==> config.mk <==
export PLATFORM = sky130hd
export DESIGN_NAME = obi_reg_bridge
export DESIGN_NICKNAME = d
export VERILOG_FILES = /design/src/rtl/obi_reg_bridge.sv
export SDC_FILE = /design/constraint.sdc
export NUM_CORES = 1
export LEC_CHECK = 0
export ABC_AREA = 1
export CORE_MARGIN = 1.5
export CORE_UTILIZATION = 35
export CTS_CLUSTER_SIZE = 12
export DETAILED_ROUTE_END_ITERATION = 10
export GPL_TIMING_DRIVEN = 0
export PLACE_DENSITY = 0.75
export SKIP_LAST_GASP = 1
export SLEW_MARGIN = 20
export SYNTH_ARGS = -nofsm -noshare
export SYNTH_HDL_FRONTEND = slang
export SYNTH_SLANG_ARGS = --single-unit
==> constraint.sdc <==
create_clock -name clk_i -period 3.5 [get_ports clk_i]
set_input_delay 0.7 -clock clk_i [delete_from_list [all_inputs] [get_ports clk_i]]
set_output_delay 0.7 -clock clk_i [all_outputs]
set_load 0.005 [all_outputs]
==> src/rtl/obi_reg_bridge.sv <==
// obi_reg_bridge: OBI slave to valid/ready register-bus bridge.
// Carries one transaction at a time through IDLE -> ACCESS -> RESP, aborts
// slow accesses after TIMEOUT_CYCLES and counts errored or timed-out accesses.
module obi_reg_bridge #(
  parameter int unsigned TIMEOUT_CYCLES = 255,
  parameter logic [31:0] ERR_RDATA      = 32'hBADCAB1E
) (
  input  logic        clk_i,
  input  logic        rst_ni,
  input  logic        obi_req_i,
  input  logic [31:0] obi_addr_i,
  input  logic        obi_we_i,
  input  logic [3:0]  obi_be_i,
  input  logic [31:0] obi_wdata_i,
  output logic        obi_gnt_o,
  output logic        obi_rvalid_o,
  output logic [31:0] obi_rdata_o,
  output logic        reg_valid_o,
  output logic        reg_write_o,
  output logic [31:0] reg_addr_o,
  output logic [31:0] reg_wdata_o,
  output logic [3:0]  reg_wstrb_o,
  input  logic        reg_ready_i,
  input  logic [31:0] reg_rdata_i,
  input  logic        reg_error_i,
  input  logic        err_clr_i,
  output logic [7:0]  err_count_o,
  output logic        timeout_intr_o
);

  // A zero timeout still needs a legal (unused) one-bit counter.
  localparam int unsigned      CNT_W      = (TIMEOUT_CYCLES == 0) ? 1 : $clog2(TIMEOUT_CYCLES + 1);
  localparam logic [CNT_W-1:0] CNT_LIMIT  = CNT_W'(TIMEOUT_CYCLES);
  localparam bit               TIMEOUT_EN = (TIMEOUT_CYCLES != 0);

  typedef enum logic [1:0] {IDLE, ACCESS, RESP} state_e;

  state_e           state;
  logic [CNT_W-1:0] tmo_cnt;
  logic             access_done;
  logic             access_timeout;
  logic             err_event;

  // Per-cycle handshake decode: grant, completion, timeout and error events.
  always_comb begin
    // NOTE: each signal gets a default before any conditional assignment so no
    // path leaves it unassigned, which would otherwise infer a latch.
    obi_gnt_o      = 1'b0;
    access_done    = 1'b0;
    access_timeout = 1'b0;
    if (state == IDLE) begin
      obi_gnt_o = obi_req_i;
    end
    if (state == ACCESS) begin
      access_done    = reg_ready_i;
      // A ready arriving on the limit cycle wins over the timeout.
      access_timeout = TIMEOUT_EN && !reg_ready_i && (tmo_cnt == CNT_LIMIT);
    end
    err_event      = (access_done && reg_error_i) || access_timeout;
    timeout_intr_o = access_timeout;
  end

  // Transaction FSM: holding registers, captured response and timeout counter.
  always_ff @(posedge clk_i or negedge rst_ni) begin
    // NOTE: state is updated with non-blocking assignments so every register
    // samples the pre-edge values and the block order cannot create races.
    if (!rst_ni) begin
      state        <= IDLE;
      obi_rvalid_o <= 1'b0;
      obi_rdata_o  <= '0;
      reg_valid_o  <= 1'b0;
      reg_write_o  <= 1'b0;
      reg_addr_o   <= '0;
      reg_wdata_o  <= '0;
      reg_wstrb_o  <= '0;
      tmo_cnt      <= '0;
    end else begin
      case (state)
        IDLE: begin
          if (obi_req_i) begin
            reg_addr_o  <= obi_addr_i;
            reg_write_o <= obi_we_i;
            reg_wstrb_o <= obi_be_i;
            reg_wdata_o <= obi_wdata_i;
            reg_valid_o <= 1'b1;
            tmo_cnt     <= '0;
            state       <= ACCESS;
          end
        end
        ACCESS: begin
          if (reg_ready_i) begin
            // Writes always answer with zero data, errored reads with ERR_RDATA.
            if (reg_write_o) begin
              obi_rdata_o <= '0;
            end else if (reg_error_i) begin
              obi_rdata_o <= ERR_RDATA;
            end else begin
              obi_rdata_o <= reg_rdata_i;
            end
            reg_valid_o  <= 1'b0;
            obi_rvalid_o <= 1'b1;
            state        <= RESP;
          end else if (access_timeout) begin
            obi_rdata_o  <= ERR_RDATA;
            reg_valid_o  <= 1'b0;
            obi_rvalid_o <= 1'b1;
            state        <= RESP;
          end else begin
            tmo_cnt <= tmo_cnt + CNT_W'(1);
          end
        end
        RESP: begin
          obi_rvalid_o <= 1'b0;
          state        <= IDLE;
        end
        default: begin
          obi_rvalid_o <= 1'b0;
          reg_valid_o  <= 1'b0;
          state        <= IDLE;
        end
      endcase
    end
  end

  // Saturating error counter; a clear overrides a same-cycle increment.
  always_ff @(posedge clk_i or negedge rst_ni) begin
    if (!rst_ni) begin
      err_count_o <= '0;
    end else if (err_clr_i) begin
      err_count_o <= '0;
    end else if (err_event && (err_count_o != 8'hFF)) begin
      err_count_o <= err_count_o + 8'd1;
    end
  end

endmodule

==> results of run 1 <==
-- critical path: cells and delay by family --
family                 cells  cell delay (ps)
buffers and inverters      4             1480
and+or+nand+nor            1              210
-- sequential cells by signal (all words and copies together), names as in the netlist --
register	flops
state	2
err_count_o	8
reg_write_o	1
reg_valid_o	1
tmo_cnt	8
reg_wdata_o	32
obi_rvalid_o	1
obi_rdata_o	32
reg_addr_o	32
reg_wstrb_o	4
-- routing by layer --
metal  GRT usage [%]  vias up  share of wire (%)
met4           8.190        0                2.1
met1           25.12     2162                 42
li1                -     2308                  -
met2           30.52      185                 46
met3           9.363       21                9.7
met5               0        -                  0
-- cells in the final DEF, fill, tap and decap left out --
cell / Yosys / layout
o21ai_2: 1 / 1
nand3_2: 2 / 2
dfrtp_1: 121 / 121
inv_6: 0 / 1
clkbuf_16: 0 / 17
ha_1: 2 / 2
nand2_1: 285 / 285
nand3b_1: 1 / 1
buf_4: 4 / 4
o21ai_1: 3 / 3
inv_2: 5 / 5
clkinv_4: 0 / 2
inv_1: 15 / 15
a21oi_1: 3 / 3
clkdlybuf4s50_1: 0 / 218
o21bai_1: 2 / 2
nor2_1: 12 / 12
nor3_1: 1 / 1
nor2_4: 2 / 2
inv_4: 1 / 1
buf_16: 0 / 1
o21ai_0: 27 / 27
buf_6: 1 / 2
bufinv_16: 0 / 4
nand4_2: 1 / 1
clkbuf_1: 11 / 13
xnor2_1: 2 / 2
nand4_1: 10 / 10
clkinv_2: 0 / 3
buf_2: 11 / 11
nand3_1: 28 / 28
nor2_2: 2 / 2
clkbuf_8: 0 / 2
nand2_2: 4 / 4
xor2_1: 3 / 3
o21a_1: 19 / 19
clkinvlp_4: 0 / 1
-- layout make-up --
class                      count  area (sq um)  area share (%)
tap                          180         225.2           2.765
buffer                        27         137.6           1.690
multi-input combinational    410          1823           22.38
inverter                      21         81.33          0.9985
clock buffer                  21         460.4           5.653
sequential                   121          3028           37.17
timing repair buffer         220          2221           27.27
clock inverter                11         168.9           2.074
-- per-stage QoR --
stage	worst slack [ps]	cell area, sq um	setup TNS (ps)
2_1_floorplan	1653	5070	0
3_3_place_gp	-3131	7487	-377920
3_5_place_dp	349.7	7516	0
4_1_cts	343.5	8145	0
5_1_grt	254.9	8145	0
6_report	407.7	8145	0
-- synth_stat cells (2+ instances only) --
cell / number
buf_4: 4
nor2_2: 2
nor2_4: 2
nand4_1: 10
xor2_1: 3
o21ai_0: 27
nand3_1: 28
o21bai_1: 2
nand2_1: 285
o21a_1: 19
nor2_1: 12
clkbuf_1: 11
buf_2: 11
nand2_2: 4
dfrtp_1: 121
xnor2_1: 2
nand3_2: 2
inv_2: 5
ha_1: 2
o21ai_1: 3
a21oi_1: 3
inv_1: 15
-- cell families (layout without fill, tap and decap cells) --
| logic type | Yosys count | count (layout) |
|---|---|---|
| adders and majority gates | 2 | 2 |
| DFF | 121 | 121 |
| and+or+nand+nor | 348 | 348 |
| xor gates and xnor gates | 5 | 5 |
| AOI/OAI and AO/OA | 55 | 55 |
| buffers and inverters | 48 | 300 |
-- power by group through the flow --
stage,clock network [uW],logic (uW),registers (uW)
after global placement,0,2090,2220
final,1850,2090,2220
after global routing,1980,2330,2280
after CTS,1890,2130,2220
after detailed placement,0,2130,2220
after floorplan,0,687,2250
-- worst paths after layout --
kind | end | start
max in group asynchronous | reg_addr_o[11] | rst_ni
hold reg to reg | obi_rdata_o[17] | obi_rdata_o[17]
min in group clk_i | obi_rdata_o[17] | obi_rdata_o[17]
hold / removal | obi_rdata_o[5] | rst_ni
setup / recovery | obi_gnt_o | obi_req_i
setup reg to reg | err_count_o[5] | err_count_o[0]
==> Implementation_results.wiki, run 1 <==
{| class="wikitable"
! Metric !! Value
|-
| Class of the worst hold path || in2async
|-
| CP peak stage delay || roughly 530 ps
|-
| CTS-repair resized insts || 0
|-
| Sink Count || about 120
|-
| Min Clock Period, post-route || between 3000 and 4000 ps
|-
| Clock buffers created by TritonCTS || 17
|-
| Clock tree from TritonCTS || done
|-
| Number of DRC violations after detailed-routing iteration 0 || 233
|-
| Fraction of the cycle the final worst path needs || 88.35%
|-
| Sequential cell fraction of total power || between 30 and 40%
|-
| Setup repair after global routing missed its margin || no
|-
| Final #Nets || slightly above 900
|-
| Number of global-route vias before repair || 4619
|-
| Gate power share || between 30 and 40%
|-
| Total of fill cells in the finished design || approximately 1.3k
|-
| Post-synthesis instance area || ~5100 sq um
|-
| Cell type with the highest occurrence count on the critical path || clkdlybuf4s50_1
|-
| Worst max-slew margin expressed relative to the limit || ~57%
|-
| Row count || 43
|-
| Worst Hold Margin || 271.3 ps
|-
| Yosys top cell area share || roughly 60%
|-
| Transition time of the tightest slew-check pin || between 600 and 700 ps
|-
| Largest net degree at the start of global routing || 67
|-
| Number of endpoints with negative hold slack in the final report || 0
|-
| Post-CTS setup repair buffer count || 0
|-
| Largest fanout of any net on the critical path || 10
|-
| Internal power contribution || 4397 uW
|-
| Overall routed net length || between 10 and 15 mm
|-
| Cell breakdown of the critical path || clkdlybuf4s50_1, nand2_1, inv_2, buf_2, clkdlybuf4s50_1
|-
| Detail Placement HPWL || 10.24 mm
|-
| Flop and latch count out of synthesis || approximately 120
|-
| Fin Clk Skew || around 5.6 ps
|-
| Arithmetic-cell share of the synthesized area counting full adders, half adders and majority gates || less than 1%
|-
| CTS H-tree lvls || 4
|-
| Dominant synthesized flop cell || dfrtp_1
|-
| Largest cells by area after synthesis || dfrtp_1 (60%), nand2_1 (21%), o21a_1 (2.8%)
|-
| Fraction of the mapped netlist area in simple logic gates || approximately 28%
|-
| Worst Path Required || between 2000 and 3000 ps
|-
| Endpoint type of the worst setup path || primary output
|-
| Leakage power || 0.003840 uW
|-
| Area overhead of the layout relative to synthesis || 60.66%
|-
| Fraction of registers with async set/reset || 100.0%
|-
| Final routed wire length divided by cell count || roughly 14 um
|-
| Die height || approximately 120 um
|-
| Part of the power in the clock network || between 30% and 40%
|-
| Remaining antenna violation count after routing || 0
|-
| Floorplan die width || 123.4 um
|-
| Post-detailed-route DRC marker count || 0
|-
| Via Count || roughly 4.7k
|-
| Global-route wire length before repair || 23.24 mm
|-
| Antenna violations before repair || 0
|-
| All-Layer GR Usage || between 20% and 30%
|-
| DP Cell Count || between 900 and 1k
|-
| Clock Latency Late Sink || roughly 400 ps
|-
| Std-Cell Core Area || 13990 sq um
|-
| Cell with the biggest individual delay on the critical path || clkdlybuf4s50_1
|-
| Main combinational cell family by area after synthesis || simple AND/OR/NAND/NOR gates
|-
| Clock-pin slew on the worst setup and hold paths || 50 ps
|-
| Distinct cell type count after synthesis || 28
|-
| Starting utilization of the core area || between 30% and 40%
|-
| Switching part of the total power || 28.60%
|-
| Synthesized-area fraction occupied by xor and xnor cells || less than 1%
|-
| Total I/O pin count || 220
|-
| Worst IR Drop VDD || 0.4062 mV
|-
| First-pass detailed-route iteration total || 4
|-
| Sw power || ~1800 uW
|-
| Number of diodes || 0
|-
| Hold Buf Count CTS || 0
|-
| Filler-free cell count of the finished design || approximately 1.0k
|-
| Finish-stage setup viols || 0
|-
| Weighted congestion reported at the end of routability-driven placement || 0.7920
|-
| CP startpoint kind || input pin
|-
| Max-cap viol count || 0
|-
| Portion of the post-synthesis area used by sequential elements || between 50% and 60%
|-
| PwrDens || approximately 760 nW/um^2
|-
| Number of cells traversed by the worst register-to-register path || 7
|-
| Finished Core Util || around three fifths
|-
| Clock root buffer master || clkbuf_16
|-
| Die area || 15220 sq um
|-
| Synthesized Nets || slightly below 700
|-
| Maximum buffer depth of the clock tree || 2
|-
| Total of warnings raised by yosys || 0
|-
| Critical path type || in2out
|-
| Arrival @ worst endpoint || between 2000 and 2500 ps
|-
| Final Max Tran Viols || 0
|-
| Reg2reg setup slack || approximately 1800 ps
|-
| Area fraction in compound gates after synthesis || 6.540%
|-
| Run status || finished clean
|-
| Layout cell share with drive strength beyond 1 || 7.942%
|-
| Total chip power || 6159 uW
|-
| Count of port buffers added during placement || 219
|-
| Synthesized area per cell || 8.756 sq um
|-
| Biggest area consumer among synthesized cells || dfrtp_1
|-
| Number of flops mapped to enable cells by yosys || 0
|-
| Via density per instance || between 4 and 5
|-
| Multiplexer share of the synthesized area || 0%
|-
| Total grt overflow || 0
|-
| Post-synthesis cell count || 579
|-
| Highest attainable clock frequency || ~320 MHz
|}
Note: power is estimated with default switching activity, not from simulation.
==> run 2: changes to the inputs <==
Settings changed: SKIP_CTS_REPAIR_TIMING set to 1.
==> results of run 2 <==
Final layout, timing and power as in run 1 (identical DEF).
==> edit 1, RTL diff (settings of run 1) <==
Set the parameter `TIMEOUT_CYCLES` to 510 (it was 255).
--- a/src/rtl/obi_reg_bridge.sv
+++ b/src/rtl/obi_reg_bridge.sv
@@ -2,7 +2,7 @@
 // Carries one transaction at a time through IDLE -> ACCESS -> RESP, aborts
 // slow accesses after TIMEOUT_CYCLES and counts errored or timed-out accesses.
 module obi_reg_bridge #(
-  parameter int unsigned TIMEOUT_CYCLES = 255,
+  parameter int unsigned TIMEOUT_CYCLES = 510,
   parameter logic [31:0] ERR_RDATA      = 32'hBADCAB1E
 ) (
   input  logic        clk_i,
Behaviour: no difference found for any inputs over 4 cycles, from zero or initial values and one cycle with rst_ni low; that may be too few to reach the edited logic, so the function may still have changed.
==> edit 1 against run 1 <==
Synthesized area rose by 4.7%. Total power down 2.7%. Highest routed layer unchanged. Wire length up 5.0%. Register-to-register slack got worse by 260 ps. Worst setup slack got worse by 130 ps. Sequential cell count increased by 1. Utilization decreased by 1.6 points. Cell area increased by 2.2%.
==> edit 1: results (changes against run 1) <==
power:
  vdd_drop_max_uv: 446  # +9.7%
global_routing:
  track_usage_pct: 19.8  # -0.44 points
detailed_routing:
  vias: 4875  # +4.3%
  drt-met1-wl_um: 6440  # +5.3%
  first_iter_violations: 181  # -22%
  wl_per_cell_um: 14.2  # -0.37%
  met3WireLength_um: 1250  # -11%
  wl_met2_um: 7210  # +8.9%
logic_synthesis:
  synth-compound-area-share_pct: 5.21  # -1.3 points
  synth_commonest_cells: "255 x nand2_1, 122 x dfrtp_1, 51 x nor2_1"
  ys_seq_area_share_pct: 57.5  # -2.2 points
  synth-xor-area-share_pct: 0.495  # -0.37 points
  syn_nets: 743  # +8.0%
  synth_fa_ha_area_share_pct: 0.707  # +0.21 points
  yosys-top-cells-area: "dfrtp_1 58%, nand2_1 18%, o21ai_0 3.7%"
worst_setup_path:
  r2r_setup_slack_ps: 1510  # -260 ps
  r2r_start: "state[0]"
  path_max_fanout: 18  # +8
  r2r-end: "reg_write_o"
place:
  detailed_place.area_sq_um: 7760  # +3.3%
  dpl.hpwl_um: 11000  # +6.9%
layout:
  final_net_count: 981  # +5.8%
  final_layout_size_suffix_gt1_share_pct: 7.26  # -0.69 points
timing:
  max_slew_margin_pct: 65.5  # +8.4 points
  fin_skew_ps: 6.95  # +1.39 ps
run_status:
  status: "complete, no violations"
## edit 1: worst max-delay path: stages
cell	delay, ps
clkdlybuf4s50_1	490
nand2_1	300
inv_2	440
clkdlybuf4s50_1	580
## edit 1: power groups by stage
stage | clock [mW] | sequential (mW) | combinational (mW)
2_1_floorplan | 0 | 2.23 | 0.703
3_3_place_gp | 0 | 2.20 | 2.10
3_5_place_dp | 0 | 2.20 | 2.13
4_1_cts | 1.73 | 2.20 | 2.14
5_1_grt | 1.81 | 2.26 | 2.32
6_report | 1.69 | 2.20 | 2.11
## edit 1: logic make-up after synthesis
kind of cell,after synthesis
AND/OR/NAND/NOR,382
flip-flops,122
buffers and inverters,73
AO/OA/AOI/OAI,50
XOR/XNOR,3
adder cells (fa/ha/maj),3
## edit 1: per-stage QoR
step                      total power, mW  setup WS, ps  hold slack [ps]  TNS [ps]  std cells
after floorplan                      2.94          1570              404         0        633
after global routing                 6.39           186              239         0       1066
after detailed placement             4.34          26.3              464         0       1037
after global placement               4.30         -3270              461   -398400       1036
after CTS                            6.08           271              228         0       1066
final                                5.99           278              204         0       1066
## edit 1: routing by layer
| metal | vias up | global-route usage [%] |
|---|---|---|
| met5 | - | 0 |
| met4 | 0 | 7.84 |
| met3 | 19 | 7.39 |
| met2 | 170 | 32.1 |
| met1 | 2262 | 23.9 |
| li1 | 2424 | - |
## edit 1: area by class of cell
| type | instances | area (sq um) |
|---|---|---|
| fillers | 1325 | 6370 |
| flip-flops and latches | 122 | 3050 |
| repair buffers | 220 | 2220 |
| multi-input cells | 438 | 1950 |
| clock buffers | 21 | 470 |
| well taps | 184 | 230 |
| inverters | 47 | 176 |
| plain buffers | 25 | 128 |
| clock inverters | 9 | 97.6 |
==> edit 2, RTL diff (settings of run 1) <==
Made on the original files. Make the reset (`rst_ni`) synchronous in 2 clocked blocks.
--- a/src/rtl/obi_reg_bridge.sv
+++ b/src/rtl/obi_reg_bridge.sv
@@ -61,7 +61,7 @@
   end
 
   // Transaction FSM: holding registers, captured response and timeout counter.
-  always_ff @(posedge clk_i or negedge rst_ni) begin
+  always_ff @(posedge clk_i) begin
     // NOTE: state is updated with non-blocking assignments so every register
     // samples the pre-edge values and the block order cannot create races.
     if (!rst_ni) begin
@@ -123,7 +123,7 @@
   end
 
   // Saturating error counter; a clear overrides a same-cycle increment.
-  always_ff @(posedge clk_i or negedge rst_ni) begin
+  always_ff @(posedge clk_i) begin
     if (!rst_ni) begin
       err_count_o <= '0;
     end else if (err_clr_i) begin
Function: differs if rst_ni is asserted again (counterexample within 4 cycles, from zero or initial values and one cycle with rst_ni low); with rst_ni held inactive, the same outputs for 4 cycles.
==> edit 2 against run 1 <==
Cell area shrank 4.7%. Die area shrank 5.8%. Count of clock-buffer cells in the layout up 4. Sequential share of layout area down 6.0 points. Worst setup slack improved by 49 ps. Wire length decreased by 0.19%. Sequential cell count unchanged. Register-to-register slack better by 60 ps. Via count rose by 4.8%. Synthesized area is 5.9% lower. Critical endpoint unchanged.
Power is not compared: it rests on default switching activity, and its combinational part moved more than twofold at a synthesized area within 25%.
==> edit 2: results (changes against run 1) <==
global_routing:
  grt_pass1_wl_um: 22800  # -2.0%
  track_usage_pct: 20.2  # -0.049 points
  grt_pass1_vias: 4573  # -1.0%
  grt_max_degree: 17  # -75%
place:
  dp_slack_ps: 449  # +99.4 ps
  gp_routability_congestion: 0.848  # +7.0%
  detailed_place.area_sq_um: 7170  # -4.6%
  dpl.hpwl_um: 10600  # +3.4%
  port_buffers: 218  # -0.46%
  dp_cells: 1038  # +6.0%
min_path:
  hp-class: "reg -> reg"
  holdPathEnd: "obi_rdata_o[5]"
  hp-start: "obi_rdata_o[5]"
  hold_depth: 2
timing:
  timing.hold.ws_ps: 456  # +185 ps
  max_slew_margin_pct: 65.0  # +7.9 points
  fin_skew_ps: 11.5  # +5.95 ps
worst_setup_path:
  critPathArrivalTime_ps: 2340  # -50 ps
  r2r-end: "obi_rdata_o[7]"
  r2r_start: "tmo_cnt[0]"
  ff2ff_path_depth: 9  # +2
  r2r_setup_slack_ps: 1830  # +60 ps
logic_synthesis:
  yosys_warnings: 0  # unchanged
  synthArstFlopShare_pct: 0  # -100 points
  ys_types: 28  # unchanged
  syn_nets: 753  # +9.4%
  yosys-top-cells-area: "dfxtp_1 51%, nor2_1 14%, o21ai_0 12%"
  synthFlopType: "dfxtp_1"
  ys_seq_area_share_pct: 50.8  # -8.9 points
  syn_inst: 644  # +11%
  synth_commonest_cells: "178 x nor2_1, 121 x dfxtp_1, 113 x o21ai_0"
layout:
  final_layout_size_suffix_gt1_share_pct: 7.05  # -0.90 points
  stdcell_count: 1070  # +5.8%
  final_net_count: 990  # +6.8%
clock_tree:
  post_cts.repair.setup_buffers: 0  # unchanged
  clk_pin_slew_worst_paths_ps: 50  # about the same
  clockBufferDepth: 2  # unchanged
detailed_routing:
  wl_um: 14400  # -0.19%
  first_iter_violations: 181  # -22%
  vias: 4901  # +4.8%
run_status:
  status: "complete, no violations"
power:
  vdd_drop_max_uv: 328
[edit 2: cell count changes after synthesis, sizes merged, moves of 23 or more]
cell / before / now
nand2: 289 / 68
nor2: 16 / 183
dfrtp: 121 / 0
dfxtp: 0 / 121
o21ai: 31 / 117
a21oi: 3 / 41
inv: 21 / 44
[edit 2: worst register-to-register path, delay by kind of cell (launching register included)]
kind	cells	cell delay, ps
adders and majority gates	1	210
and+or+nand+nor	6	790
buffers and inverters	2	230
DFF	1	360
[edit 2: area by class of cell]
| class | instances | area, sq um |
|---|---|---|
| buffer | 36 | 171 |
| clock buffer | 25 | 495 |
| clock inverter | 7 | 90.1 |
| fill | 1240 | 5540 |
| inverter | 44 | 165 |
| multi-input combinational | 443 | 2010 |
| sequential | 121 | 2420 |
| tap | 176 | 220 |
| timing repair buffer | 218 | 2180 |
[edit 2: routing by layer]
| layer | vias up | track usage (%) | wire length (um) |
|---|---|---|---|
| li1 | 2540 | - | - |
| met4 | 0 | 7.14 | 215 |
| met1 | 2211 | 25.0 | 6550 |
| met2 | 132 | 33.4 | 6820 |
| met3 | 18 | 6.04 | 827 |
| met5 | - | 0 | 0 |
[edit 2: cells by family after synthesis]
family	Yosys count	share of synthesized area [%]
DFF	121	50.8
adders and majority gates	2	0.524
and+or+nand+nor	279	24.3
xor gates and xnor gates	3	0.551
AOI/OAI and AO/OA	159	16.8
buffers and inverters	80	7.05
[edit 2: worst max path at each step]
stage                     start             end  slack [ps]  depth (start not counted)
floorplan           reg_ready_i  timeout_intr_o        1570                          4
global placement      obi_req_i       obi_gnt_o         430                          5
detailed placement    obi_req_i       obi_gnt_o         450                          5
CTS                   obi_req_i       obi_gnt_o         440                          5
global route          obi_req_i       obi_gnt_o         350                          5
finish                obi_req_i       obi_gnt_o         460                          5
[edit 2: power by group]
group | leakage (nW) | switching [mW] | total, mW | internal, mW
combinational | 1.86 | 0.244 | 0.575 | 0.330
sequential | 0.995 | 0.0468 | 1.52 | 1.47
clock | 0.283 | 0.595 | 1.71 | 1.12
